File: src/rtl/uart_pkg.sv
// Shared definitions for the blackjack UART link (frame address map, flag bit
// positions, encoder FSM states). Used by both the encoder and the decoder.
package uart_pkg;

  localparam logic [3:0] FLAGS_ADDR     = 4'h0;
  localparam logic [3:0] CARD_ADDR_BASE = 4'h1;
  localparam int         NUM_CARDS      = 9;
  localparam int         NUM_ITEMS      = NUM_CARDS + 1;

  localparam int FLAG_FINISHED_BIT = 4;
  localparam int FLAG_DEAL_BIT     = 5;
  localparam int FLAG_START_BIT    = 6;

  typedef enum logic [1:0] {
    IDLE,
    SEND,
    GAP
  } enc_state_t;

endpackage

File: src/rtl/uart_if.sv
// Card table bundle shared between game logic and the UART link encoder.
interface UART_if;
  import uart_pkg::*;

  logic [3:0] card_values [NUM_CARDS];

  modport in  (input  card_values);
  modport out (output card_values);

endinterface

File: src/rtl/uart_dirty_picker.sv
// Lowest-set-bit encoder: selects the pending item with the smallest frame
// address so flags win over cards and cards go out in ascending order.
module uart_dirty_picker
  import uart_pkg::*;
(
  input  logic [NUM_ITEMS-1:0] dirty,
  output logic [3:0]           idx,
  output logic                 vld
);

  always_comb begin
    idx = '0;
    for (int i = NUM_ITEMS - 1; i >= 0; i--) begin
      if (dirty[i]) idx = 4'(i);
    end
  end

  assign vld = |dirty;

endmodule

File: src/rtl/uart_encoder.sv
// Blackjack UART link encoder: sends one-byte frames for changed flags/cards.
// Optional periodic full resend is enabled by defining UART_ENCODER_REFRESH_EN.
module uart_encoder #(
  parameter int NUM_CARDS = 9
`ifdef UART_ENCODER_REFRESH_EN
  , parameter int REFRESH_CYCLES = 1_000_000
`endif
) (
  input  logic       clk,
  input  logic       rst,
  input  logic       start,
  input  logic       deal,
  input  logic       dealer_finished,
  UART_if.in         encoder_cards,
  input  logic       tx_full,
  output logic       wr_uart,
  output logic [7:0] w_data,
  output logic       busy
);
  import uart_pkg::*;

  localparam int ITEMS = NUM_CARDS + 1;

  enc_state_t       state, state_next;
  logic [3:0]       idx, idx_next;
  logic [7:0]       data_next;
  logic             wr_next;
  logic             commit;
  logic [2:0]       sent_flags;
  logic [3:0]       sent_cards [NUM_CARDS];
  logic [ITEMS-1:0] change, dirty;
  logic [3:0]       pick_idx, pick_card;
  logic             pick_vld;

  function automatic logic [7:0] flags_frame(input logic s, input logic d, input logic f);
    logic [7:0] b;
    b                    = '0;
    b[3:0]               = FLAGS_ADDR;
    b[FLAG_START_BIT]    = s;
    b[FLAG_DEAL_BIT]     = d;
    b[FLAG_FINISHED_BIT] = f;
    return b;
  endfunction

  always_comb begin
    change    = '0;
    change[0] = {start, deal, dealer_finished} != sent_flags;
    for (int i = 0; i < NUM_CARDS; i++) begin
      change[i+1] = encoder_cards.card_values[i] != sent_cards[i];
    end
  end

`ifdef UART_ENCODER_REFRESH_EN
  localparam int CNT_W = $clog2(REFRESH_CYCLES);

  logic [CNT_W-1:0] refresh_cnt;
  logic [ITEMS-1:0] force_mask;

  // A wrap re-arms every item; a bit clears once its frame is written.
  always_ff @(posedge clk) begin
    if (rst) begin
      refresh_cnt <= '0;
      force_mask  <= '0;
    end else if (refresh_cnt == CNT_W'(REFRESH_CYCLES - 1)) begin
      refresh_cnt <= '0;
      force_mask  <= '1;
    end else begin
      refresh_cnt <= refresh_cnt + CNT_W'(1);
      if (commit) force_mask <= force_mask & ~(ITEMS'(1) << idx);
    end
  end

  assign dirty = change | force_mask;
`else
  assign dirty = change;
`endif

  uart_dirty_picker u_picker (
    .dirty (dirty),
    .idx   (pick_idx),
    .vld   (pick_vld)
  );

  always_comb begin
    pick_card = '0;
    for (int i = 0; i < NUM_CARDS; i++) begin
      if (pick_idx == CARD_ADDR_BASE + 4'(i)) pick_card = encoder_cards.card_values[i];
    end
  end

  always_comb begin
    state_next = state;
    idx_next   = idx;
    data_next  = w_data;
    wr_next    = 1'b0;
    commit     = 1'b0;
    case (state)
      IDLE: begin
        if (pick_vld) begin
          idx_next   = pick_idx;
          data_next  = (pick_idx == FLAGS_ADDR) ? flags_frame(start, deal, dealer_finished)
                                                : {pick_card, pick_idx};
          state_next = SEND;
        end
      end
      SEND: begin
        if (!tx_full) begin
          wr_next    = 1'b1;
          commit     = 1'b1;
          state_next = GAP;
        end
      end
      GAP:     state_next = IDLE;
      default: state_next = IDLE;
    endcase
  end

  always_ff @(posedge clk) begin
    if (rst) begin
      state   <= IDLE;
      idx     <= '0;
      w_data  <= '0;
      wr_uart <= 1'b0;
    end else begin
      state   <= state_next;
      idx     <= idx_next;
      w_data  <= data_next;
      wr_uart <= wr_next;
    end
  end

  // Shadows take the byte actually sent, so a mid-frame input change stays dirty.
  always_ff @(posedge clk) begin
    if (rst) begin
      sent_flags <= '0;
      for (int i = 0; i < NUM_CARDS; i++) sent_cards[i] <= '0;
    end else if (commit) begin
      if (idx == FLAGS_ADDR)
        sent_flags <= {w_data[FLAG_START_BIT], w_data[FLAG_DEAL_BIT], w_data[FLAG_FINISHED_BIT]};
      for (int i = 0; i < NUM_CARDS; i++) begin
        if (idx == CARD_ADDR_BASE + 4'(i)) sent_cards[i] <= w_data[7:4];
      end
    end
  end

  assign busy = (state != IDLE) || (|dirty);

endmodule
File: src/flat_wrapper.sv
// flat-port wrapper written by rule: the top's interface ports become plain ports
module uart_encoder_flat import uart_pkg::*;
#(
  parameter int NUM_CARDS = 9

)
  (clk, rst, start, deal, dealer_finished, tx_full, wr_uart, w_data, busy, encoder_cards_card_values);
  UART_if encoder_cards_i ();
  input  logic clk;
  input  logic rst;
  input  logic start;
  input  logic deal;
  input  logic dealer_finished;
  input  logic tx_full;
  output logic wr_uart;
  output logic [7:0] w_data;
  output logic busy;
  input wire logic [$bits(encoder_cards_i.card_values)-1:0] encoder_cards_card_values;
  assign encoder_cards_i.card_values = {>>{encoder_cards_card_values}};
  uart_encoder #(.NUM_CARDS(NUM_CARDS)) u_core (.clk(clk), .rst(rst), .start(start), .deal(deal), .dealer_finished(dealer_finished), .encoder_cards(encoder_cards_i), .tx_full(tx_full), .wr_uart(wr_uart), .w_data(w_data), .busy(busy));
endmodule
File: config.mk
export PLATFORM = sky130hd
export DESIGN_NAME = uart_encoder_flat
export DESIGN_NICKNAME = d
export VERILOG_FILES = /design/src/rtl/uart_pkg.sv /design/src/rtl/uart_if.sv /design/src/rtl/uart_dirty_picker.sv /design/src/rtl/uart_encoder.sv /design/src/flat_wrapper.sv
export SDC_FILE = /design/constraint.sdc
export NUM_CORES = 1
export LEC_CHECK = 0
export BUFFER_PORTS_ARGS = -buffer_cell sky130_fd_sc_hd__buf_2
export CAP_MARGIN = 0
export CORE_ASPECT_RATIO = 0.7
export CORE_MARGIN = 5
export CORE_UTILIZATION = 55
export CTS_BUF_LIST = sky130_fd_sc_hd__clkbuf_2
export CTS_CLUSTER_DIAMETER = 120
export CTS_CLUSTER_SIZE = 25
export DETAILED_ROUTE_END_ITERATION = 16
export PLACE_DENSITY = 0.85
export SLEW_MARGIN = 10
export SYNTH_ARGS = -nofsm -noshare
export SYNTH_HDL_FRONTEND = slang
export SYNTH_SLANG_ARGS = --single-unit
File: constraint.sdc
create_clock -name clk -period 3.9 [get_ports clk]
set_clock_uncertainty 0.05 [all_clocks]
set_input_delay 0.585 -clock clk [delete_from_list [all_inputs] [get_ports clk]]
set_output_delay 0.585 -clock clk [all_outputs]
set_load 0.05 [all_outputs]
---- Word level (Yosys, flattened, before mapping) ----
Memories as Yosys holds them, arrays and structs flattened.
Cells that the tools add are included.
Widths: inputs -> output; s select.
operators by class
  bitwise operators ....................... 9
  eq/ne operators ......................... 31
  mux-type cells .......................... 72
  reductions and logical operators ........ 9
operators with widths
  kind                number
  $mux 4              28
  $mux 1              40
  $ne 4x4->1          9
  $eq 4x3->1 const B  8
  $eq 4x2->1 const B  4
  $eq 4x4->1 const B  4
  $reduce_or 10->1    1
  $or 1x1->1          9
  $eq 4x1->1 const B  2
  $logic_not 4->1     2
  $mux 8              1
  $reduce_and 2->1    3
  $mux 2              2
  $pmux 2 s2          1
  $ne 3x3->1          1
  $eq 2x1->1 const B  1
  $logic_not 2->1     1
  $ne 2x1->1 const B  1
  $ne 2x2->1 const B  1
  $reduce_bool 2->1   1
  $logic_or 1x1->1    1
storage, ports and cells
  output and inout bits ................... 10
  input bits .............................. 42
  register bits ........................... 18
  word-level logic and storage cells ...... 127
  RAM bits ................................ 36
  memories ................................ 1
memory list
  memory             depth  bits a word  read ports  clocked after memory_dff  wr ports  line                text
  u_core.sent_cards  9      4            9           0                         9         uart_encoder.sv:30  logic [3:0] sent_cards [NUM_CARDS];

---- Longest topological paths before layout ----
Gate-level depths: netlist (run 1).
  depth after elaboration ................. 22
  mapped depth ............................ 10
  mapped depth without buffers ............ 9

---- Modules after synthesis ----
From an unflattened synthesis (run 1), not the netlist that was laid out.
second synthesis, totals
  cells, all modules ...................... 280
  area, all modules ....................... 2885.3 sq um
by module, submodules not included
  module             instances  seq. area each (sq um)  area each (sq um)  cells each
  uart_encoder       1          1441.4                  2783.9             262
  uart_dirty_picker  1          0.0                     101.3              18

---- Worst setup path before layout (run 1) ----
OpenSTA, ideal clock, no wires.
  path kind ............................... input port to output port
  start point ............................. in deal
  end point ............................... out busy
  slack ................................... 1.130 ns
  data required time ...................... 3.265 ns
  path buffers ............................ 1
  stages on the path ...................... 5
  arrival time ............................ 2.135 ns
  cells stage by stage .................... xor2_1 > or3_1 > buf_2 > nor4b_4 > nand3_1
on the way
  longest elaborated chain between the ends .. 3
RTL lines
  item                line                 text
  start: declaration  flat_wrapper.sv:12   input logic deal;
  $ne 3x3->1          uart_encoder.sv:47   change[0] = {start, deal, dealer_finished} != sent_flags;
  $reduce_or 10->1    uart_encoder.sv:146  assign busy = (state != IDLE) || (|dirty);
  $logic_or 1x1->1    uart_encoder.sv:146
  end: declaration    flat_wrapper.sv:17   output logic busy;
No other way between the ends.

==> results of run 1 <==
## final timing paths
check | startpoint | endpoint | cells past startpoint
max | u_core.sent_cards[0][9] | busy | 5
min | u_core.w_data[1] | u_core.w_data[1] | 2
max reg2reg | u_core.sent_cards[0][9] | u_core.w_data[6] | 9
min reg2reg | u_core.w_data[1] | u_core.w_data[1] | 2
## stage by stage
stage	hold WS (ns)	instance area, um2	instances	util	power, mW
floorplan	0.389	2770	269	-	0.725
global placement	0.394	3090	383	0.638	0.779
detailed placement	0.402	3090	383	0.638	0.783
CTS	0.432	3120	391	0.646	0.980
global route	0.450	3120	391	0.646	1.02
finish	0.432	3120	391	0.646	0.979
## cell usage in the layout, fill, tap and decap left out, types with 2 or more instances in the layout
cell type   n
nor4_1      3
xor2_1     19
nand2_1    31
nand2b_1    5
o31ai_1     2
inv_1       8
nor2_2      2
nand3_1     6
and3_1      3
o21ai_0    12
xnor2_1    20
nor2_1     21
a22oi_1     2
dfxtp_1    16
buf_2      51
a221oi_1    3
buf_4       4
clkbuf_2    6
a31o_2      2
and2_1      3
a31oi_1     2
nor3_1      7
o41ai_1     2
mux2i_1     4
edfxtp_1   36
nand4_1     6
or3_1       2
o21ai_1     4
a21oi_1    15
## worst min-delay path: stages (launching register included)
cell     delay, ns
dfxtp_1       0.37
nand2_1       0.05
a21oi_1       0.05
## where the power goes
part	internal [mW]	switching [mW]
Combinational	0.0584	0.0980
Sequential	0.608	0.0110
Clock	0.0437	0.160
Total	0.710	0.269
## cell type report
class | instances | area, um2
Tap cell | 69 | 86.3
Multi-Input combinational cell | 200 | 1290
Clock buffer | 6 | 30.0
Fill cell | 425 | 1710
Clock inverter | 2 | 7.51
Timing Repair Buffer | 55 | 285
Sequential cell | 52 | 1400
Inverter | 7 | 26.3
## layer usage
metal	share of wire	up-vias	global-route usage	wire (um)
li1	-	1086	-	-
met1	0.45	1100	0.338	3260
met2	0.42	185	0.300	3070
met3	0.11	21	0.0488	824
met4	0.018	0	0.0560	130
met5	0	-	0	0
## kinds of logic after synthesis
logic type / synth area share
AND/OR/NAND/NOR: 0.180
AO/OA/AOI/OAI: 0.147
flip-flops: 0.507
XOR/XNOR: 0.123
buffers and inverters: 0.0285
multiplexers: 0.0145
## flip-flops by register name, summed over array words and instances, names as in the netlist
signal             cells
u_core.sent_cards     36
u_core.sent_flags      3
u_core.state           2
u_core.wr_uart         1
u_core.idx             2
u_core.w_data          8
==> metrics, run 1 <==
critical path's slowest cell=nor4b_4; MaxCap Viol Count=0; post-synth top area share=0.391; crit-path max FO=10; Max-slew headroom=0.295; maximum vdd drop=0.212 mV; clock sink total=52; CTS tree=yes; core footprint=4830 um2; CP arrival=2.52 ns; Placement Setup Slack=0.871 ns; most common cell in the netlist=edfxtp_1; ANT nets after route=0; flops & latches, synth=52; Final #Nets=363; RSZ-0062 raised after global routing=false; CP top delay family=simple AND/OR/NAND/NOR gates; status=finished, final reports clean; CTS Buf Count=5; CTS Root Cell=clkbuf_2; die area=6570 um2; Initial Util=0.572; worst min path class=reg -> reg; Via Count=2392; Syn Inst Count=269; Avg Cell Area, Syn=10.3 um2; TNS Setup=0 ns; post-synthesis sequential area ratio=0.507; worst slew pin tran=1.04 ns; Tmin final=3.15 ns; Critical path buffers and inverters=1; Post-synth EDFFs=36; crit-path cells=xor2_1 -> nor4_1 -> nor4b_4 -> nand3_1 -> buf_2; HPWL after DPL=5690 um; largest net degree at the start of global routing=18; Largest stage delay, worst path=0.56 ns; global-route wire length before repair=10800 um; Via density=6.12; post-cts resize count=0; num ports=52; ys flop type=edfxtp_1; Remaining DRCs=0; FMAX=317 MHz; total wire length=7280 um; Netlist cell types=53; cell area after synthesis=2770 um2; H-tree levels=2; vias in the first global route=2096; Area Growth Syn to Fin=12.9%; pwr/cell area=313 nW/um2; Die Width=94.8 um; area leader, netlist=edfxtp_1; final setup margin=0.746 ns; fraction of layout cells with a size suffix above 1=0.227; Post-synth top cells=edfxtp_1, nand2_1, nor2_1; die height=69.3 um; FF-to-FF setup slack=1.03 ns; initial DRC count=368; Leak=1.25 nW; routed len/inst=18.6 um; gr ovfl total=0; port bufs=51; Post-Syn Nets=311; Final period util=0.809; setup violators final=0; Yosys Warn Count=0; max-slew violation count=0; startpoint types=register; row cnt=21; initial antenna violation count=0; top post-synthesis cells by area=edfxtp_1, dfxtp_1, xnor2_1, xor2_1, nand2_1; WP data required=3.26 ns; first-pass iteration count of the detailed router=5; CP Capture Type=output pin; clk slew on worst S/H paths=0.25 ns; postcts setup bufs=0; Clock Latency Late Sink=0.42 ns; Ant. Diodes=0; WS Path Type=reg -> out; routability cong.=0.983; final hold viol count=0; Max Buffers Root-to-Sink=2; post-synthesis async set-or-reset flop share=0; Hold-fix buffers, CTS=0; GRT Util Overall=0.217
Note: power is estimated with default switching activity, not from simulation.
==> run 2: changes to the inputs <==
- clock period: 3.9 -> 3 ns (I/O delays scaled with it)
==> run 2 against run 1 <==
Net effect:
- via count hardly changed
- clock power is 72% higher
- clock-buffer cell count is 1 lower
- routed wire length is 0.15% higher
- largest power group unchanged
- critical endpoint unchanged
- worst hold slack worse by 0.14 ns
- final area is 3.9% higher
- worst setup slack worse by 0.56 ns
- power is 39% higher
- sequential power is 30% higher
- critical path depth is 1 higher
- highest routed layer unchanged
- combinational power is 36% higher
- global-route usage is 0.91 points higher
==> metrics, run 2 (synthesis gave the netlist of run 1 again) <==
vias in the first global route=2230; Die Width=94.8 um; Max Buffers Root-to-Sink=2; WS Path Type=reg -> out; Max-slew headroom=0.396; ANT nets after route=0; core footprint=4830 um2; global-route wire length before repair=11300 um; Tmin final=2.82 ns; initial antenna violation count=0; Via Count=2393; CP arrival=2.32 ns; port bufs=51; crit-path max FO=5; Hold-fix buffers, CTS=0; Remaining DRCs=0; Final #Nets=375; Initial Util=0.572; Placement Setup Slack=0.182 ns; routability cong.=0.980; Biggest register=u_core.sent_cards; Leak=1.31 nW; clock sink total=52; row cnt=21; final setup margin=0.184 ns; total wire length=7290 um; routed len/inst=18.1 um; initial DRC count=396; CTS Root Cell=clkbuf_2; maximum vdd drop=0.216 mV; status=finished, final reports clean; Ant. Diodes=0; gr ovfl total=0; Via density=5.94; fillcell total=417; H-tree levels=2; worst min path class=in -> reg; GRT Util Overall=0.226; Final period util=0.939; final hold viol count=0; RSZ-0062 raised after global routing=false; die height=69.3 um; Layout Utilization=0.671; commonest non-fill, non-tap cell in the layout=buf_2; CTS tree=yes; Top Registers=u_core.sent_cards: 36 flops, u_core.w_data: 8 flops, u_core.sent_flags: 3 flops; WP data required=2.50 ns; Reg area=1400 um2; HPWL after DPL=5710 um; MaxCap Viol Count=0; Largest stage delay, worst path=0.61 ns; startpoint types=register; max FFs per register=36; Area Growth Syn to Fin=17.3%; CTS Buf Count=5; setup violators final=0; fraction of layout cells with a size suffix above 1=0.263; largest net degree at the start of global routing=18; Multi-input gate area=1290 um2; clk slew on worst S/H paths=0.27 ns; crit-path cells=xnor2_1 -> nand4_1 -> or4b_4 -> nor2_2 -> nand3_1 -> buf_2; TNS Setup=0 ns; most frequent cells in the layout=buf_2, edfxtp_1, nand2_1, nor2_1, xnor2_1; FMAX=355 MHz; num ports=52; pwr/cell area=421 nW/um2; critical path's slowest cell=or4b_4; first-pass iteration count of the detailed router=6; max-slew violation count=0; worst slew pin tran=0.900 ns; Clock Latency Late Sink=0.44 ns; die area=6570 um2; CP Capture Type=output pin
run 2: cell types whose count changed in the layout (fill, tap and decap cells not counted), sizes merged:
cell	before	now
clkbuf	6	5
bufinv	0	1
buf	55	67
run 2: layout make-up:
cell class                 count  area share
clock buffer                   5     0.00771
clock inverter                 3      0.0116
inverter                       7     0.00810
multi-input combinational    200       0.398
sequential                    52       0.432
tap                           69      0.0266
timing repair buffer          67       0.116
run 2: final timing paths:
path | startpoint | slack, ns | cells after the start | to
max reg2reg | u_core.sent_flags[1] | 0.32 | 9 | u_core.w_data[4]
min reg2reg | u_core.w_data[3] | 0.43 | 2 | u_core.w_data[3]
min | rst | 0.30 | 2 | u_core.sent_flags[1]
max | u_core.sent_cards[1][15] | 0.18 | 6 | busy
run 2: metrics by stage:
stage / hold slack (ns) / std cells / power (mW) / instance area, um2
2_1_floorplan: 0.389 / 269 / 0.942 / 2770
3_3_place_gp: 0.390 / 394 / 1.02 / 3170
3_5_place_dp: 0.402 / 394 / 1.03 / 3170
4_1_cts: 0.292 / 402 / 1.37 / 3230
5_1_grt: 0.293 / 403 / 1.42 / 3240
6_report: 0.296 / 403 / 1.37 / 3240
run 2: what timing repair did:
action | 4_1_cts | 5_1_grt
gates resized for setup | 0 | 2
buffers inserted | 0 | 1
setup endpoints to repair | 0 | 1
run 2: worst max-delay path, delay by kind of cell (launching register included):
family | cells | cell delay [ns]
xor+xnor | 1 | 0.18
buf+inv | 1 | 0.23
simple gates | 4 | 1.05
flops | 1 | 0.44
run 2: power by group:
group / total [mW] / internal [mW] / switching (mW)
registers: 0.803 / 0.790 / 0.0137
clock network: 0.350 / 0.137 / 0.213
logic: 0.212 / 0.0842 / 0.128
run 2: per-layer routing:
metal  vias to the layer above  routed length, um  track usage
met3                        18                922       0.0640
met1                      1108               3130        0.333
met5                         -                  0            0
li1                       1107                  -            -
met4                         0                 93       0.0480
met2                       160               3150        0.330
==> run 3: changes to the inputs <==
- CAP_MARGIN: 0 -> 40
- CORE_UTILIZATION: 55 -> 40
- PLACE_DENSITY: 0.85 -> 0.67
==> run 3 against run 2 <==
Net effect:
- first-iteration DRC count decreased by 55%
- register-to-register slack got worse by 0.06 ns
- final area up 3.0%
- worst setup slack worse by 0.054 ns
- critical endpoint unchanged
- combinational power grew 5%
- highest routed layer unchanged
- global-route usage down 4.3 points
- flip-flop and latch count is the same
- critical path depth is 1 higher
- maximum frequency fell by 1.9%
- sequential power barely moved
- worst hold slack improved by 0.021 ns
- clock power shrank 22%
==> metrics, run 3 (synthesis gave the netlist of run 1 again) <==
total wire length=7920 um; Placed Cells=430; Biggest register=u_core.sent_cards; Clock Latency Late Sink=0.42 ns; global-route wire length before repair=11900 um; Remaining DRCs=0; Die Width=109 um; GRT Util Overall=0.183; Max Buffers Root-to-Sink=2; CTS Buf Count=5; first-pass iteration count of the detailed router=5; clock sink total=52; most frequent cells in the layout=buf_2, edfxtp_1, nand2_1, buf_4; WS Path Type=reg -> out; crit-path max FO=10; die area=8710 um2; max-slew violation count=0; FMAX=348 MHz; RSZ-0062 raised after global routing=false; largest net degree at the start of global routing=18; TNS Setup=0 ns; Reg2Reg Depth=10; HPWL after DPL=6320 um; Final Power=1.30 mW; Top Registers=u_core.sent_cards: 36 flops, u_core.w_data: 8 flops, u_core.sent_flags: 3 flops; clk slew on worst S/H paths=0.25 ns; MaxCap Viol Count=0; Final #Nets=386; die height=79.6 um; port bufs=51; Leak=1.36 nW; gr ovfl total=0; initial antenna violation count=0; status=finished, final reports clean; worst min path class=in -> reg; Min Hold Slack=0.318 ns; maximum vdd drop=0.248 mV; core footprint=6730 um2; final hold viol count=0; Hold-fix buffers, CTS=0; pwr/cell area=389 nW/um2; Crit Reg-Reg Startpoint=u_core.sent_cards[0][7]; fraction of layout cells with a size suffix above 1=0.290; Max-slew headroom=0.671; ANT nets after route=0; Worst Min Path Start=rst; final non-filler cell total=439; H-tree levels=2; CP Capture Type=output pin; Via density=5.40; worst hold path depth=2; commonest non-fill, non-tap cell in the layout=buf_2; num ports=52; setup violators final=0; Initial Util=0.411; Final period util=0.957; CP arrival=2.37 ns; Ant. Diodes=0; Via Count=2372; CTS tree=yes; max FFs per register=36; worst slew pin tran=0.493 ns; routed len/inst=18.0 um; initial DRC count=178; routability cong.=0.945; WHS Endpoint=u_core.sent_flags[1]; row cnt=25; Crit Reg-Reg Endpoint=u_core.w_data[6]; WP data required=2.50 ns; fillcell total=656; startpoint types=register; CTS Root Cell=clkbuf_2; vias in the first global route=2229; Area Growth Syn to Fin=20.8%; Tmin final=2.87 ns; FF-to-FF setup slack=0.26 ns
run 3: where the power goes:
part           internal (mW)  total [mW]  switching [mW]
Sequential             0.790       0.803          0.0138
Clock                 0.0632       0.273           0.210
Combinational         0.0902       0.223           0.133
Total                  0.943        1.30           0.356
run 3: critical path: stages, from the launching register on:
cell	delay [ns]
dfxtp_1	0.38
xor2_1	0.17
or3_1	0.42
buf_4	0.19
nor4b_4	0.26
buf_4	0.21
nand3_1	0.09
buf_2	0.23
run 3: worst max path at each step:
stage / start / endpoint / slack [ns]
3_5_place_dp: encoder_cards_card_values[11] / u_core.w_data[4] / 0.15
3_3_place_gp: encoder_cards_card_values[11] / u_core.w_data[4] / 0.1
5_1_grt: u_core.sent_flags[1] / busy / 0.03
2_1_floorplan: deal / busy / 0.50
4_1_cts: u_core.sent_cards[1][11] / busy / 0.01
6_report: u_core.sent_flags[1] / busy / 0.13
run 3: layout make-up:
type	instances	area, um2	area share
tap	94	118	0.0352
timing repair buffer	78	458	0.137
clock buffer	7	35.0	0.0105
sequential	52	1400	0.419
clock inverter	1	3.75	0.00112
inverter	7	26.3	0.00787
multi-input combinational	200	1300	0.389
run 3: repair_timing:
item | CTS | global route
setup endpoints to repair | 1 | 1
pin swaps | 1 | 1
gates resized for setup | 1 | 2
buffers inserted | 0 | 1
run 3: metrics by stage:
| stage | setup slack, ns | util | instance area, um2 |
|---|---|---|---|
| finish | 0.130 | 0.497 | 3340 |
| global route | 0.0315 | 0.497 | 3340 |
| CTS | 0.0141 | 0.495 | 3330 |
| detailed placement | 0.149 | 0.488 | 3280 |
| global placement | 0.0957 | 0.488 | 3280 |
| floorplan | 0.500 | - | 2770 |
run 3: per-layer routing:
| layer | wire length, um | vias up | share of wire | global-route usage |
|---|---|---|---|---|
| met5 | 0 | - | 0 | 0 |
| met4 | 29 | 0 | 0.0037 | 0.0299 |
| met3 | 790 | 4 | 0.10 | 0.0534 |
| met2 | 3160 | 108 | 0.40 | 0.253 |
| met1 | 3940 | 1137 | 0.50 | 0.283 |
| li1 | - | 1123 | - | - |
